--- config.mk ---
export PLATFORM = sky130hd
export DESIGN_NAME = sig_stream_tx_flat
export DESIGN_NICKNAME = d
export VERILOG_FILES = /design/src/rtl/sig_stream_tx_if.sv /design/src/rtl/sig_stream_tx.sv /design/src/flat_wrapper.sv
export SDC_FILE = /design/constraint.sdc
export NUM_CORES = 1
export LEC_CHECK = 0
export ABC_CLOCK_PERIOD_IN_PS = 5060
export BUFFER_PORTS_ARGS = -buffer_cell sky130_fd_sc_hd__buf_2
export CAP_MARGIN = 15
export CORE_MARGIN = 10
export CORE_UTILIZATION = 52
export DETAILED_ROUTE_END_ITERATION = 8
export PLACE_DENSITY_LB_ADDON = 0.1
export SYNTH_ARGS = -nofsm -noshare
export SYNTH_HDL_FRONTEND = slang
export SYNTH_SLANG_ARGS = --single-unit
--- constraint.sdc ---
create_clock -name clk -period 5.06 [get_ports clk]
set_input_delay 1.012 -clock clk [delete_from_list [all_inputs] [get_ports clk]]
set_output_delay 1.012 -clock clk [all_outputs]
set_load 0.03 [all_outputs]
--- src/rtl/sig_stream_tx_if.sv ---
// rtl/sig_stream_tx_if.sv - ASCII byte stream between the signature transmitter and its sink.
interface sig_stream_tx_if;
  logic [7:0] tx_data;
  logic       tx_valid;
  logic       tx_ready;

  modport master (output tx_data, output tx_valid, input tx_ready);
  modport slave  (input tx_data, input tx_valid, output tx_ready);
endinterface

--- src/rtl/sig_stream_tx.sv ---
// rtl/sig_stream_tx.sv - Snoops data-memory stores, buffers signature words and streams them as hex lines.
module sig_stream_tx #(
  parameter logic [31:0] SIG_ADDR  = 32'h00000f00,
  parameter logic [31:0] HALT_ADDR = 32'hcafebeef,
  parameter int          DEPTH     = 16,
  localparam int         AW        = $clog2(DEPTH),
  localparam int         CW        = AW + 1
) (
  input  logic          clk,
  input  logic          rst,
  input  logic [31:0]   addr,
  input  logic [31:0]   data_wr,
  input  logic          wr,
  sig_stream_tx_if.master tx,
  output logic          done,
  output logic          overflow,
  output logic [CW-1:0] fifo_count
);

  typedef enum logic [1:0] {IDLE, SEND, NL} state_e;

  localparam logic [CW-1:0] DEPTH_C = CW'(DEPTH);

  state_e        state_q, state_d;
  logic [31:0]   word_q, word_d;
  logic [2:0]    idx_q, idx_d;
  logic [31:0]   mem [DEPTH];
  logic [AW-1:0] wr_ptr_q, rd_ptr_q;
  logic [CW-1:0] count_q;
  logic          halt_q, done_q, ovf_q;

  logic          store, push_req, push_ok, pop;
  logic [3:0]    nibble;

  function automatic logic [7:0] hex(input logic [3:0] n);
    return (n < 4'd10) ? (8'h30 + {4'h0, n}) : (8'h57 + {4'h0, n});
  endfunction

  assign store    = !wr;
  assign push_req = store && (addr == SIG_ADDR) && !halt_q;
  assign pop      = (state_q == IDLE) && (count_q != '0);
  // A full FIFO still takes the word when the serializer frees a slot this cycle.
  assign push_ok  = push_req && ((count_q != DEPTH_C) || pop);
  assign nibble   = word_q[{idx_q, 2'b00} +: 4];

  always_comb begin
    state_d     = state_q;
    word_d      = word_q;
    idx_d       = idx_q;
    tx.tx_valid = 1'b0;
    tx.tx_data  = 8'h00;
    case (state_q)
      IDLE: begin
        if (pop) begin
          word_d  = mem[rd_ptr_q];
          idx_d   = 3'd7;
          state_d = SEND;
        end
      end
      SEND: begin
        tx.tx_valid = 1'b1;
        tx.tx_data  = hex(nibble);
        if (tx.tx_ready) begin
          if (idx_q == 3'd0) state_d = NL;
          else               idx_d   = idx_q - 3'd1;
        end
      end
      NL: begin
        tx.tx_valid = 1'b1;
        tx.tx_data  = 8'h0a;
        if (tx.tx_ready) state_d = IDLE;
      end
      default: state_d = IDLE;
    endcase
  end

  always_ff @(posedge clk) begin
    if (rst) begin
      state_q  <= IDLE;
      word_q   <= '0;
      idx_q    <= '0;
      wr_ptr_q <= '0;
      rd_ptr_q <= '0;
      count_q  <= '0;
      halt_q   <= 1'b0;
      done_q   <= 1'b0;
      ovf_q    <= 1'b0;
    end else begin
      state_q <= state_d;
      word_q  <= word_d;
      idx_q   <= idx_d;
      if (push_ok) wr_ptr_q <= wr_ptr_q + AW'(1);
      if (pop)     rd_ptr_q <= rd_ptr_q + AW'(1);
      case ({push_ok, pop})
        2'b10:   count_q <= count_q + CW'(1);
        2'b01:   count_q <= count_q - CW'(1);
        default: count_q <= count_q;
      endcase
      halt_q <= halt_q | (store && (addr == HALT_ADDR));
      done_q <= done_q | (halt_q && (count_q == '0) && (state_q == IDLE));
      ovf_q  <= ovf_q | (push_req && !push_ok);
    end
  end

  always_ff @(posedge clk) begin
    if (push_ok) mem[wr_ptr_q] <= data_wr;
  end

  assign done       = done_q;
  assign overflow   = ovf_q;
  assign fifo_count = count_q;

endmodule

--- src/flat_wrapper.sv ---
// flat-port wrapper written by rule: the top's interface ports become plain ports
module sig_stream_tx_flat 
#(
  parameter logic [31:0] SIG_ADDR  = 32'h00000f00,
  parameter logic [31:0] HALT_ADDR = 32'hcafebeef,
  parameter int          DEPTH     = 16,
  localparam int         AW        = $clog2(DEPTH),
  localparam int         CW        = AW + 1
)
  (clk, rst, addr, data_wr, wr, done, overflow, fifo_count, tx_tx_data, tx_tx_valid, tx_tx_ready);
  sig_stream_tx_if tx_i ();
  input  logic clk;
  input  logic rst;
  input  logic [31:0] addr;
  input  logic [31:0] data_wr;
  input  logic wr;
  output logic done;
  output logic overflow;
  output logic [CW-1:0] fifo_count;
  output wire logic [$bits(tx_i.tx_data)-1:0] tx_tx_data;
  output wire logic [$bits(tx_i.tx_valid)-1:0] tx_tx_valid;
  input wire logic [$bits(tx_i.tx_ready)-1:0] tx_tx_ready;
  assign tx_tx_data = tx_i.tx_data;
  assign tx_tx_valid = tx_i.tx_valid;
  assign tx_i.tx_ready = tx_tx_ready;
  sig_stream_tx #(.SIG_ADDR(SIG_ADDR), .HALT_ADDR(HALT_ADDR), .DEPTH(DEPTH)) u_core (.clk(clk), .rst(rst), .addr(addr), .data_wr(data_wr), .wr(wr), .tx(tx_i), .done(done), .overflow(overflow), .fifo_count(fifo_count));
endmodule
==> impl_results.html, run 1 <==
<table>
<tr><th>Metric</th><th>Value</th></tr>
<tr><th colspan="2">Status</th></tr>
<tr><td>Run status</td><td>finished clean</td></tr>
<tr><th colspan="2">Cells and area</th></tr>
<tr><td>Area growth from synthesis to layout</td><td>13.0%</td></tr>
<tr><td>Fraction of layout cells with a size suffix above 1</td><td>0.337</td></tr>
<tr><td>NumNets Final</td><td>around 1200</td></tr>
<tr><td>Post-layout instance count excluding filler cells</td><td>1683</td></tr>
<tr><td>Final antenna diode count</td><td>0</td></tr>
<tr><td>Most frequent standard cell in the layout excluding fill and tap cells</td><td>sky130_fd_sc_hd__edfxtp_1</td></tr>
<tr><td>Commonest cells after routing, fill and taps aside</td><td>512 x sky130_fd_sc_hd__edfxtp_1, 168 x sky130_fd_sc_hd__mux4_2, 82 x sky130_fd_sc_hd__buf_2</td></tr>
<tr><td>Filler cells</td><td>3014</td></tr>
<tr><th colspan="2">Setup path</th></tr>
<tr><td>Endpoint of the worst register-to-register path</td><td>u_core.fifo_count[4]$_SDFFE_PP0P_</td></tr>
<tr><td>Data arrival at the endpoint of the critical path</td><td>~3100 ps</td></tr>
<tr><td>Slack of the worst reg-to-reg path</td><td>approximately 1700 ps</td></tr>
<tr><td>Worst EP required</td><td>4050 ps</td></tr>
<tr><td>Source of the worst register-to-register timing path</td><td>u_core.fifo_count[0]$_SDFFE_PP0P_</td></tr>
<tr><td>Maximum fanout along the worst path</td><td>9</td></tr>
<tr><td>Startpoint kind of the worst setup timing path</td><td>register</td></tr>
<tr><td>Critical path type</td><td>reg -&gt; out</td></tr>
<tr><td>Reg2reg path depth</td><td>9</td></tr>
<tr><td>Worst Setup End Kind</td><td>output pin</td></tr>
<tr><th colspan="2">Placement</th></tr>
<tr><td>Routability-driven placement congestion ratio</td><td>0.807</td></tr>
<tr><td>Input/output buffers</td><td>82</td></tr>
<tr><td>Placed Instances</td><td>1581</td></tr>
<tr><td>Pre-CTS setup slack</td><td>between 1000 and 1500 ps</td></tr>
<tr><td>Half-perimeter wire length after detailed placement</td><td>26200 um</td></tr>
<tr><th colspan="2">Power</th></tr>
<tr><td>Sequential Power Share</td><td>0.469</td></tr>
<tr><td>Largest voltage drop on the vdd net</td><td>0.000258 V</td></tr>
<tr><td>Leakage dissipation</td><td>7.94 nW</td></tr>
<tr><td>Total chip power</td><td>11.8 mW</td></tr>
<tr><td>Clock share of power</td><td>0.338</td></tr>
<tr><td>PwrDens</td><td>475 mW/mm2</td></tr>
<tr><td>Combinational power share</td><td>0.192</td></tr>
<tr><td>Sw Pwr</td><td>about 3 mW</td></tr>
<tr><td>Internal power contribution</td><td>8.76 mW</td></tr>
<tr><td>Fraction of power spent switching nets</td><td>0.255</td></tr>
<tr><th colspan="2">Detailed routing</th></tr>
<tr><td>Post-detailed-route via-to-cell ratio</td><td>6.06</td></tr>
<tr><td>Detailed-route DRC error count</td><td>0</td></tr>
<tr><td>Final antenna-violating net count</td><td>0</td></tr>
<tr><td>Drt wl/cell</td><td>about 27 um</td></tr>
<tr><td>Total detailed-routing wirelength</td><td>45900 um</td></tr>
<tr><td>Total number of vias</td><td>between 10000 and 15000</td></tr>
<tr><td>Drt initial violations</td><td>approximately 910</td></tr>
<tr><td>Initial DRT Pass Iterations</td><td>5</td></tr>
<tr><th colspan="2">Synthesis</th></tr>
<tr><td>Prevailing post-synth register cell</td><td>sky130_fd_sc_hd__edfxtp_1</td></tr>
<tr><td>Number of synthesized flops with an enable pin</td><td>512</td></tr>
<tr><td>Syn_nets</td><td>1070</td></tr>
<tr><td>Total standard cell area after synthesis</td><td>0.0219 mm2</td></tr>
<tr><td>Area share of the largest cell type after synthesis</td><td>0.701</td></tr>
<tr><td>Mean Syn Cell Area</td><td>22.2 um2</td></tr>
<tr><td>Number of instances in the synthesized netlist</td><td>987</td></tr>
<tr><td>Distinct cell type count after synthesis</td><td>58</td></tr>
<tr><td>Number of synthesis warnings</td><td>0</td></tr>
<tr><td>Number of synthesized register bits</td><td>565</td></tr>
<tr><td>Post-synthesis sequential area ratio</td><td>0.750</td></tr>
<tr><td>Leading cell types by total area after synthesis</td><td>sky130_fd_sc_hd__edfxtp_1 70%, sky130_fd_sc_hd__mux4_2 17%, sky130_fd_sc_hd__dfxtp_1 4.8%</td></tr>
<tr><td>Top cell type by total area after synthesis</td><td>sky130_fd_sc_hd__edfxtp_1</td></tr>
<tr><td>Share of flip-flops with an asynchronous set or reset after synthesis</td><td>0</td></tr>
<tr><th colspan="2">STA</th></tr>
<tr><td>Fin. Hold Viols</td><td>0</td></tr>
<tr><td>Worst slew pin tran</td><td>roughly 1100 ps</td></tr>
<tr><td>Layout Skew</td><td>around 11 ps</td></tr>
<tr><td>RSZ-0062 raised after global routing</td><td>no</td></tr>
<tr><td>Fin Hold WS</td><td>474 ps</td></tr>
<tr><td>Summed negative setup slack over all endpoints</td><td>0 ps</td></tr>
<tr><td>Part of the cycle the worst path needs</td><td>0.817</td></tr>
<tr><td>Max transition margin</td><td>0.237</td></tr>
<tr><td>Setup-violating endpoint count in the final report</td><td>0</td></tr>
<tr><td>Slew Limit Fails</td><td>0</td></tr>
<tr><td>Highest clock frequency the design can meet</td><td>242 MHz</td></tr>
<tr><td>Final min period</td><td>4140 ps</td></tr>
<tr><td>Smallest setup slack after layout</td><td>slightly above 900 ps</td></tr>
<tr><th colspan="2">Clock tree</th></tr>
<tr><td>Clk sinks</td><td>565</td></tr>
<tr><td>CTS clock-pin slew for the worst setup and hold paths</td><td>60 ps</td></tr>
<tr><td>CTS Buf Count</td><td>55</td></tr>
<tr><td>Bufs on Longest Clock Path</td><td>3</td></tr>
<tr><td>Setup repair bufs after CTS</td><td>0</td></tr>
<tr><td>CTS root buf</td><td>sky130_fd_sc_hd__clkbuf_16</td></tr>
<tr><td>Post-CTS Resized</td><td>0</td></tr>
<tr><td>Number of hold buffers added after CTS</td><td>0</td></tr>
<tr><td>Depth of the CTS H-tree</td><td>2</td></tr>
<tr><td>Clock tree from TritonCTS</td><td>done</td></tr>
<tr><td>Clock latency at the later pin of the worst-skew pair</td><td>about 600 ps</td></tr>
<tr><th colspan="2">Floorplan</th></tr>
<tr><td>Num rows</td><td>75</td></tr>
<tr><td>Horizontal extent of the die</td><td>225 um</td></tr>
<tr><td>Initial cell density of the core</td><td>0.524</td></tr>
<tr><td>Number of primary I/O pins</td><td>84</td></tr>
<tr><td>Die Outline Area</td><td>0.0508 mm2</td></tr>
<tr><td>Floorplan Core Area</td><td>0.0419 mm2</td></tr>
<tr><td>Y dimension of the die</td><td>225 um</td></tr>
<tr><th colspan="2">GRT</th></tr>
<tr><td>Initial antenna violation count</td><td>0</td></tr>
<tr><td>First-pass GRT wire length</td><td>70100 um</td></tr>
<tr><td>Overall global routing resource usage</td><td>0.186</td></tr>
<tr><td>Maximum number of pins on one net before global-route repair</td><td>57</td></tr>
<tr><td>Via count of the first global-routing pass</td><td>10800</td></tr>
<tr><td>GRT overflow</td><td>0</td></tr>
<tr><th colspan="2">Hold path</th></tr>
<tr><td>Hold depth</td><td>2</td></tr>
<tr><td>Hold worst-path end</td><td>u_core.done$_SDFF_PP0_</td></tr>
<tr><td>Start point of the worst hold path</td><td>u_core.done$_SDFF_PP0_</td></tr>
<tr><td>Class of the tightest hold or removal check</td><td>reg -&gt; reg</td></tr>
<tr><th colspan="2">Flow run</th></tr>
<tr><td>Total of max-cap violations</td><td>0</td></tr>
</table>
[cell usage after synthesis, types with 2 or more instances]
library cell,number
sky130_fd_sc_hd__edfxtp_1,512
sky130_fd_sc_hd__mux4_2,168
sky130_fd_sc_hd__dfxtp_1,53
sky130_fd_sc_hd__a22o_1,32
sky130_fd_sc_hd__clkbuf_1,23
sky130_fd_sc_hd__nor2_1,21
sky130_fd_sc_hd__buf_2,17
sky130_fd_sc_hd__a21oi_1,15
sky130_fd_sc_hd__ha_1,14
sky130_fd_sc_hd__and3_1,12
sky130_fd_sc_hd__nand2_1,12
sky130_fd_sc_hd__inv_1,11
sky130_fd_sc_hd__nand4_1,8
sky130_fd_sc_hd__buf_1,6
sky130_fd_sc_hd__mux2i_1,6
sky130_fd_sc_hd__and4_1,5
sky130_fd_sc_hd__nor2b_1,5
sky130_fd_sc_hd__nor4_1,5
sky130_fd_sc_hd__nand2b_1,4
sky130_fd_sc_hd__o21ai_0,4
sky130_fd_sc_hd__xnor2_1,4
sky130_fd_sc_hd__xor2_1,4
sky130_fd_sc_hd__mux2_4,3
sky130_fd_sc_hd__nor3_1,3
sky130_fd_sc_hd__a31oi_1,2
sky130_fd_sc_hd__and3_2,2
sky130_fd_sc_hd__buf_6,2
sky130_fd_sc_hd__nand3_1,2
sky130_fd_sc_hd__o21a_1,2
sky130_fd_sc_hd__or3_1,2
[worst max-delay path, cell delays in order (launching register included)]
cell and delay (ps):
sky130_fd_sc_hd__dfxtp_1 690, sky130_fd_sc_hd__mux4_2 640, sky130_fd_sc_hd__mux2i_1 380, sky130_fd_sc_hd__a21oi_1 240, sky130_fd_sc_hd__a211o_1 340, sky130_fd_sc_hd__nand2_1 50
sky130_fd_sc_hd__buf_2 190
[logic make-up after synthesis]
| logic type | Yosys count | synth area share |
|---|---|---|
| AO/OA/AOI/OAI | 65 | 0.0226 |
| XOR/XNOR | 8 | 0.00320 |
| adder cells (fa/ha/maj) | 15 | 0.00890 |
| buffers and inverters | 62 | 0.0129 |
| flip-flops | 565 | 0.750 |
| multiplexers | 178 | 0.178 |
| other | 1 | 0.000171 |
| AND/OR/NAND/NOR | 93 | 0.0247 |
[worst max-delay path by stage]
stage,from,cells past startpoint,endpoint,slack [ps]
detailed placement,addr[17],7,u_core.mem[1][28]$_DFFE_PP_,1340
CTS,u_core.idx_q[0]$_SDFFE_PP0P_,6,tx_tx_data[2],880
finish,u_core.idx_q[0]$_SDFFE_PP0P_,6,tx_tx_data[2],920
global route,u_core.idx_q[0]$_SDFFE_PP0P_,6,tx_tx_data[2],660
global placement,wr,7,u_core.mem[1][28]$_DFFE_PP_,1400
floorplan,addr[2],6,u_core.mem[11][0]$_DFFE_PP_,1700
[routing by layer]
layer  wire length [um]  track usage  up-vias
li1                   -            -     4418
met1              20400        0.260     5425
met2              22200        0.294      277
met3               2200       0.0314       78
met4               1180       0.0634        0
met5                  0            0        -
[stage by stage]
stage	instance area, um2	utilization
finish	24800	0.592
CTS	24800	0.592
global route	24800	0.592
detailed placement	23000	0.550
floorplan	21900	-
global placement	23000	0.550
[state kept, by name, summed over array words and instances (netlist names)]
name               flops
u_core.done            1
u_core.rd_ptr_q        4
u_core.fifo_count      5
u_core.word_q         32
u_core.overflow        1
u_core.idx_q           3
u_core.state_q         2
u_core.halt_q          1
u_core.wr_ptr_q        4
u_core.mem           512
[power groups by stage]
| stage | sequential (mW) | combinational [mW] | clock (mW) |
|---|---|---|---|
| CTS | 5.53 | 2.30 | 4.08 |
| global route | 5.55 | 2.44 | 4.26 |
| finish | 5.52 | 2.26 | 3.98 |
| global placement | 5.63 | 2.28 | 0 |
| floorplan | 5.44 | 1.81 | 0 |
| detailed placement | 5.62 | 2.30 | 0 |
[area by class of cell]
class	instances	area [um2]	area share
Inverter	12	45.0	0.00182
Clock buffer	81	1550	0.0627
Clock inverter	21	199	0.00803
Sequential cell	565	16400	0.664
Tap cell	539	674	0.0272
Timing Repair Buffer	105	621	0.0251
Multi-Input combinational cell	360	5230	0.211
No activity file was read; power rests on OpenSTA's default activity.
==> run 2, diff against run 1 <==
ABC_AREA = 1   (was not set)
ABC_CLOCK_PERIOD_IN_PS = 3800   (was 5060)
clock period = 3.8 ns   (was 5.06 ns; I/O delays follow)
==> run 2 against run 1 <==
Global-route usage grew 2.5 points. Critical path depth grew 7. Power grew 42%. Via count grew 47%. Cell area grew 5.3%. Clock power grew 33%. Area after synthesis grew 5.8%. Critical path type unchanged. Largest power group unchanged.
==> impl_results.html, run 2 <==
<table>
<tr><th>Metric</th><th>Value</th></tr>
<tr><th colspan="2">Status</th></tr>
<tr><td>Run status</td><td>finished clean</td></tr>
<tr><th colspan="2">GRT</th></tr>
<tr><td>GRT overflow</td><td>0</td></tr>
<tr><td>First-pass GRT wire length</td><td>slightly below 90000 um</td></tr>
<tr><td>Maximum number of pins on one net before global-route repair</td><td>177</td></tr>
<tr><td>Via count of the first global-routing pass</td><td>14400</td></tr>
<tr><td>Initial antenna violation count</td><td>3</td></tr>
<tr><td>Overall global routing resource usage</td><td>0.211</td></tr>
<tr><th colspan="2">Setup path</th></tr>
<tr><td>Crit path largest cell delay</td><td>530 ps</td></tr>
<tr><td>Cell at the slowest stage of the critical path</td><td>sky130_fd_sc_hd__dfxtp_1</td></tr>
<tr><td>Kind of cell adding the most delay to the critical path</td><td>simple AND/OR/NAND/NOR gates</td></tr>
<tr><td>Cell chain of the critical path</td><td>clkinv_1, nor2_1, o21ai_0, nand2_1, nand2_1, nand2_1, inv_1, ha_1, nand2_1, nand3b_1, nor2_1, nor2_1, buf_2</td></tr>
<tr><td>Worst Setup End Kind</td><td>output pin</td></tr>
<tr><td>Startpoint kind of the worst setup timing path</td><td>register</td></tr>
<tr><td>Maximum fanout along the worst path</td><td>11</td></tr>
<tr><td>Critical path type</td><td>reg -&gt; out</td></tr>
<tr><td>Most repeated library cell on the critical path</td><td>sky130_fd_sc_hd__nand2_1</td></tr>
<tr><td>Data arrival at the endpoint of the critical path</td><td>between 2000 and 3000 ps</td></tr>
<tr><td>Worst EP required</td><td>3040 ps</td></tr>
<tr><td>Crit path buffers/inverters</td><td>3</td></tr>
<tr><th colspan="2">Floorplan</th></tr>
<tr><td>Horizontal extent of the die</td><td>roughly 230 um</td></tr>
<tr><td>Die Outline Area</td><td>0.0535 mm2</td></tr>
<tr><td>Initial cell density of the core</td><td>0.526</td></tr>
<tr><td>Floorplan Core Area</td><td>approximately 0.044 mm2</td></tr>
<tr><td>Num rows</td><td>77</td></tr>
<tr><td>Number of primary I/O pins</td><td>84</td></tr>
<tr><td>Y dimension of the die</td><td>between 200 and 250 um</td></tr>
<tr><th colspan="2">Synthesis</th></tr>
<tr><td>Area fraction in and, or, nand and nor cells after synthesis</td><td>0.101</td></tr>
<tr><td>Fraction of the mapped netlist area in compound gates</td><td>0.131</td></tr>
<tr><td>Count leader, synth</td><td>sky130_fd_sc_hd__edfxtp_1</td></tr>
<tr><td>Post-synthesis sequential area ratio</td><td>0.708</td></tr>
<tr><td>Number of synthesized register bits</td><td>565</td></tr>
<tr><td>Number of instances in the synthesized netlist</td><td>approximately 1900</td></tr>
<tr><td>Total standard cell area after synthesis</td><td>between 0.02 and 0.025 mm2</td></tr>
<tr><td>Distinct cell type count after synthesis</td><td>35</td></tr>
<tr><td>Synth top cells by count</td><td>512 x sky130_fd_sc_hd__edfxtp_1, 365 x sky130_fd_sc_hd__nor2_1, 236 x sky130_fd_sc_hd__o21ai_0, 160 x sky130_fd_sc_hd__o211ai_1, 127 x sky130_fd_sc_hd__inv_1</td></tr>
<tr><td>Number of synthesis warnings</td><td>0</td></tr>
<tr><td>Fraction of synthesized area in multiplexers</td><td>0</td></tr>
<tr><td>Adder-Cell Fraction of Synth Area</td><td>0.00841</td></tr>
<tr><td>XOR/XNOR share of the synthesized area</td><td>0.00113</td></tr>
<tr><td>Top cell type by total area after synthesis</td><td>sky130_fd_sc_hd__edfxtp_1</td></tr>
<tr><td>Number of synthesized flops with an enable pin</td><td>512</td></tr>
<tr><td>Area share of the largest cell type after synthesis</td><td>0.663</td></tr>
<tr><td>Prevailing post-synth register cell</td><td>sky130_fd_sc_hd__edfxtp_1</td></tr>
<tr><td>Share of flip-flops with an asynchronous set or reset after synthesis</td><td>0</td></tr>
<tr><td>Syn_nets</td><td>~2000</td></tr>
<tr><td>Mean Syn Cell Area</td><td>12.0 um2</td></tr>
<tr><td>Leading cell types by total area after synthesis</td><td>sky130_fd_sc_hd__edfxtp_1 66%, sky130_fd_sc_hd__nor2_1 5.9%, sky130_fd_sc_hd__o211ai_1 5.2%</td></tr>
<tr><td>Dominant combinational cell family by area after synthesis</td><td>compound AO/OA/AOI/OAI gates</td></tr>
<tr><th colspan="2">Clock tree</th></tr>
<tr><td>Number of hold buffers added after CTS</td><td>0</td></tr>
<tr><td>Clk sinks</td><td>565</td></tr>
<tr><td>Clock tree from TritonCTS</td><td>done</td></tr>
<tr><td>Clock latency at the later pin of the worst-skew pair</td><td>610 ps</td></tr>
<tr><td>Bufs on Longest Clock Path</td><td>3</td></tr>
<tr><td>CTS Buf Count</td><td>57</td></tr>
<tr><td>CTS clock-pin slew for the worst setup and hold paths</td><td>approximately 60 ps</td></tr>
<tr><td>CTS root buf</td><td>sky130_fd_sc_hd__clkbuf_16</td></tr>
<tr><td>Setup repair bufs after CTS</td><td>0</td></tr>
<tr><td>Depth of the CTS H-tree</td><td>2</td></tr>
<tr><th colspan="2">STA</th></tr>
<tr><td>Worst slew pin tran</td><td>966 ps</td></tr>
<tr><td>Max transition margin</td><td>0.356</td></tr>
<tr><td>Final min period</td><td>3490 ps</td></tr>
<tr><td>RSZ-0062 raised after global routing</td><td>no</td></tr>
<tr><td>Highest clock frequency the design can meet</td><td>roughly 290 MHz</td></tr>
<tr><td>Setup-violating endpoint count in the final report</td><td>0</td></tr>
<tr><td>Slew Limit Fails</td><td>0</td></tr>
<tr><td>Layout Skew</td><td>25.0 ps</td></tr>
<tr><td>Part of the cycle the worst path needs</td><td>0.917</td></tr>
<tr><td>Fin. Hold Viols</td><td>0</td></tr>
<tr><td>Summed negative setup slack over all endpoints</td><td>0 ps</td></tr>
<tr><th colspan="2">Detailed routing</th></tr>
<tr><td>Drt initial violations</td><td>1449</td></tr>
<tr><td>Detailed-route DRC error count</td><td>0</td></tr>
<tr><td>Initial DRT Pass Iterations</td><td>5</td></tr>
<tr><td>Total detailed-routing wirelength</td><td>about 57000 um</td></tr>
<tr><td>Final antenna-violating net count</td><td>0</td></tr>
<tr><td>Total number of vias</td><td>15000</td></tr>
<tr><td>Post-detailed-route via-to-cell ratio</td><td>between 5 and 6</td></tr>
<tr><td>Drt wl/cell</td><td>21.6 um</td></tr>
<tr><th colspan="2">Placement</th></tr>
<tr><td>Routability-driven placement congestion ratio</td><td>around 0.86</td></tr>
<tr><td>Half-perimeter wire length after detailed placement</td><td>32700 um</td></tr>
<tr><td>Input/output buffers</td><td>82</td></tr>
<tr><th colspan="2">Cells and area</th></tr>
<tr><td>Flip-flop count of the largest register after layout</td><td>512</td></tr>
<tr><td>Most flops, register</td><td>u_core.mem</td></tr>
<tr><td>Commonest cells after routing, fill and taps aside</td><td>512 x sky130_fd_sc_hd__edfxtp_1, 349 x sky130_fd_sc_hd__nor2_1, 236 x sky130_fd_sc_hd__o21ai_0</td></tr>
<tr><td>NumNets Final</td><td>2081</td></tr>
<tr><td>Fraction of layout cells with a size suffix above 1</td><td>0.115</td></tr>
<tr><td>Most frequent standard cell in the layout excluding fill and tap cells</td><td>sky130_fd_sc_hd__edfxtp_1</td></tr>
<tr><td>Area growth from synthesis to layout</td><td>12.4%</td></tr>
<tr><th colspan="2">Power</th></tr>
<tr><td>Total chip power</td><td>16.7 mW</td></tr>
<tr><td>Leakage dissipation</td><td>8.98 nW</td></tr>
<tr><td>PwrDens</td><td>641 mW/mm2</td></tr>
<tr><td>Largest voltage drop on the vdd net</td><td>0.000650 V</td></tr>
<tr><th colspan="2">Hold path</th></tr>
<tr><td>Class of the tightest hold or removal check</td><td>in -&gt; reg</td></tr>
<tr><th colspan="2">Flow run</th></tr>
<tr><td>Total of max-cap violations</td><td>0</td></tr>
</table>
==> run 2: cell count changes in the layout (fill, tap and decap cells not counted), moves of 9 or more <==
cell                       delta
sky130_fd_sc_hd__o21ai_0    +232
sky130_fd_sc_hd__o211ai_1   +159
sky130_fd_sc_hd__a22o_1      -32
sky130_fd_sc_hd__nand3_1    +108
sky130_fd_sc_hd__inv_1      +115
sky130_fd_sc_hd__nor2_1     +330
sky130_fd_sc_hd__o21ai_1     +51
sky130_fd_sc_hd__buf_4       +11
sky130_fd_sc_hd__a21oi_1     +55
sky130_fd_sc_hd__mux4_2     -168
sky130_fd_sc_hd__nand2_1     +61
sky130_fd_sc_hd__buf_12       +9
sky130_fd_sc_hd__nor2_4      +16
sky130_fd_sc_hd__and3_2      -14
==> run 2: logic make-up after synthesis <==
logic type                 after synthesis
DFF                                    565
buffers and inverters                  257
other                                    1
adders and majority gates               15
xor gates and xnor gates                 3
AOI/OAI and AO/OA                      525
and+or+nand+nor                        571
==> run 2: per-layer routing <==
metal	up-vias	GRT usage	wire length (um)
met4	4	0.0662	1410
met5	-	0	23
met2	432	0.338	26900
met3	101	0.0370	3560
met1	7350	0.289	25100
li1	7131	-	-
==> run 2: area by class of cell <==
cell class | count | area (um2)
fill | 3556 | 18000
sequential | 565 | 16400
multi-input combinational | 1115 | 5730
clock buffer | 82 | 1610
timing repair buffer | 125 | 883
tap | 592 | 741
inverter | 134 | 508
clock inverter | 21 | 155
antenna | 1 | 2.50
==> run 2: worst register-to-register path: cells and delay by family, from the launching register on <==
family,cells,cell delay [ps]
and+or+nand+nor,4,1180
buffers and inverters,4,550
adders and majority gates,1,250
DFF,1,310
==> run 2: metrics by stage <==
step	std cells	worst slack (ps)	instance area, um2	hold WS, ps	utilization
2_1_floorplan	1937	417	23200	458	-
3_3_place_gp	2531	600	24300	463	0.551
3_5_place_dp	2531	603	24300	474	0.551
4_1_cts	2634	193	26100	440	0.591
5_1_grt	2635	62.4	26100	475	0.591
6_report	2635	314	26100	463	0.591
==> run 2: final timing paths <==
path | endpoint | depth (start not counted) | slack, ps | startpoint
worst min register to register | u_core.done$_SDFF_PP0_ | 2 | 480 | u_core.done$_SDFF_PP0_
worst max-delay path | tx_tx_data[2] | 13 | 310 | u_core.idx_q[1]$_SDFFE_PP0P_
worst max register to register | u_core.mem[9][25]$_DFFE_PP_ | 9 | 1200 | u_core.state_q[0]$_SDFFE_PP0P_
worst min-delay path | u_core.halt_q$_SDFF_PP0_ | 4 | 460 | wr
==> run 2: where the power goes <==
group / leakage, nW / internal (mW) / total [mW] / switching [mW]
Sequential: 5.04 / 6.96 / 7.16 / 0.197
Clock: 0.874 / 3.06 / 5.30 / 2.25
Combinational: 3.06 / 1.29 / 4.24 / 2.95
==> run 2: timing repair <==
item / CTS / global route
endpoints found under the hold margin: 0 / 0
resized for setup: 0 / 1
setup endpoints to repair: 0 / 4
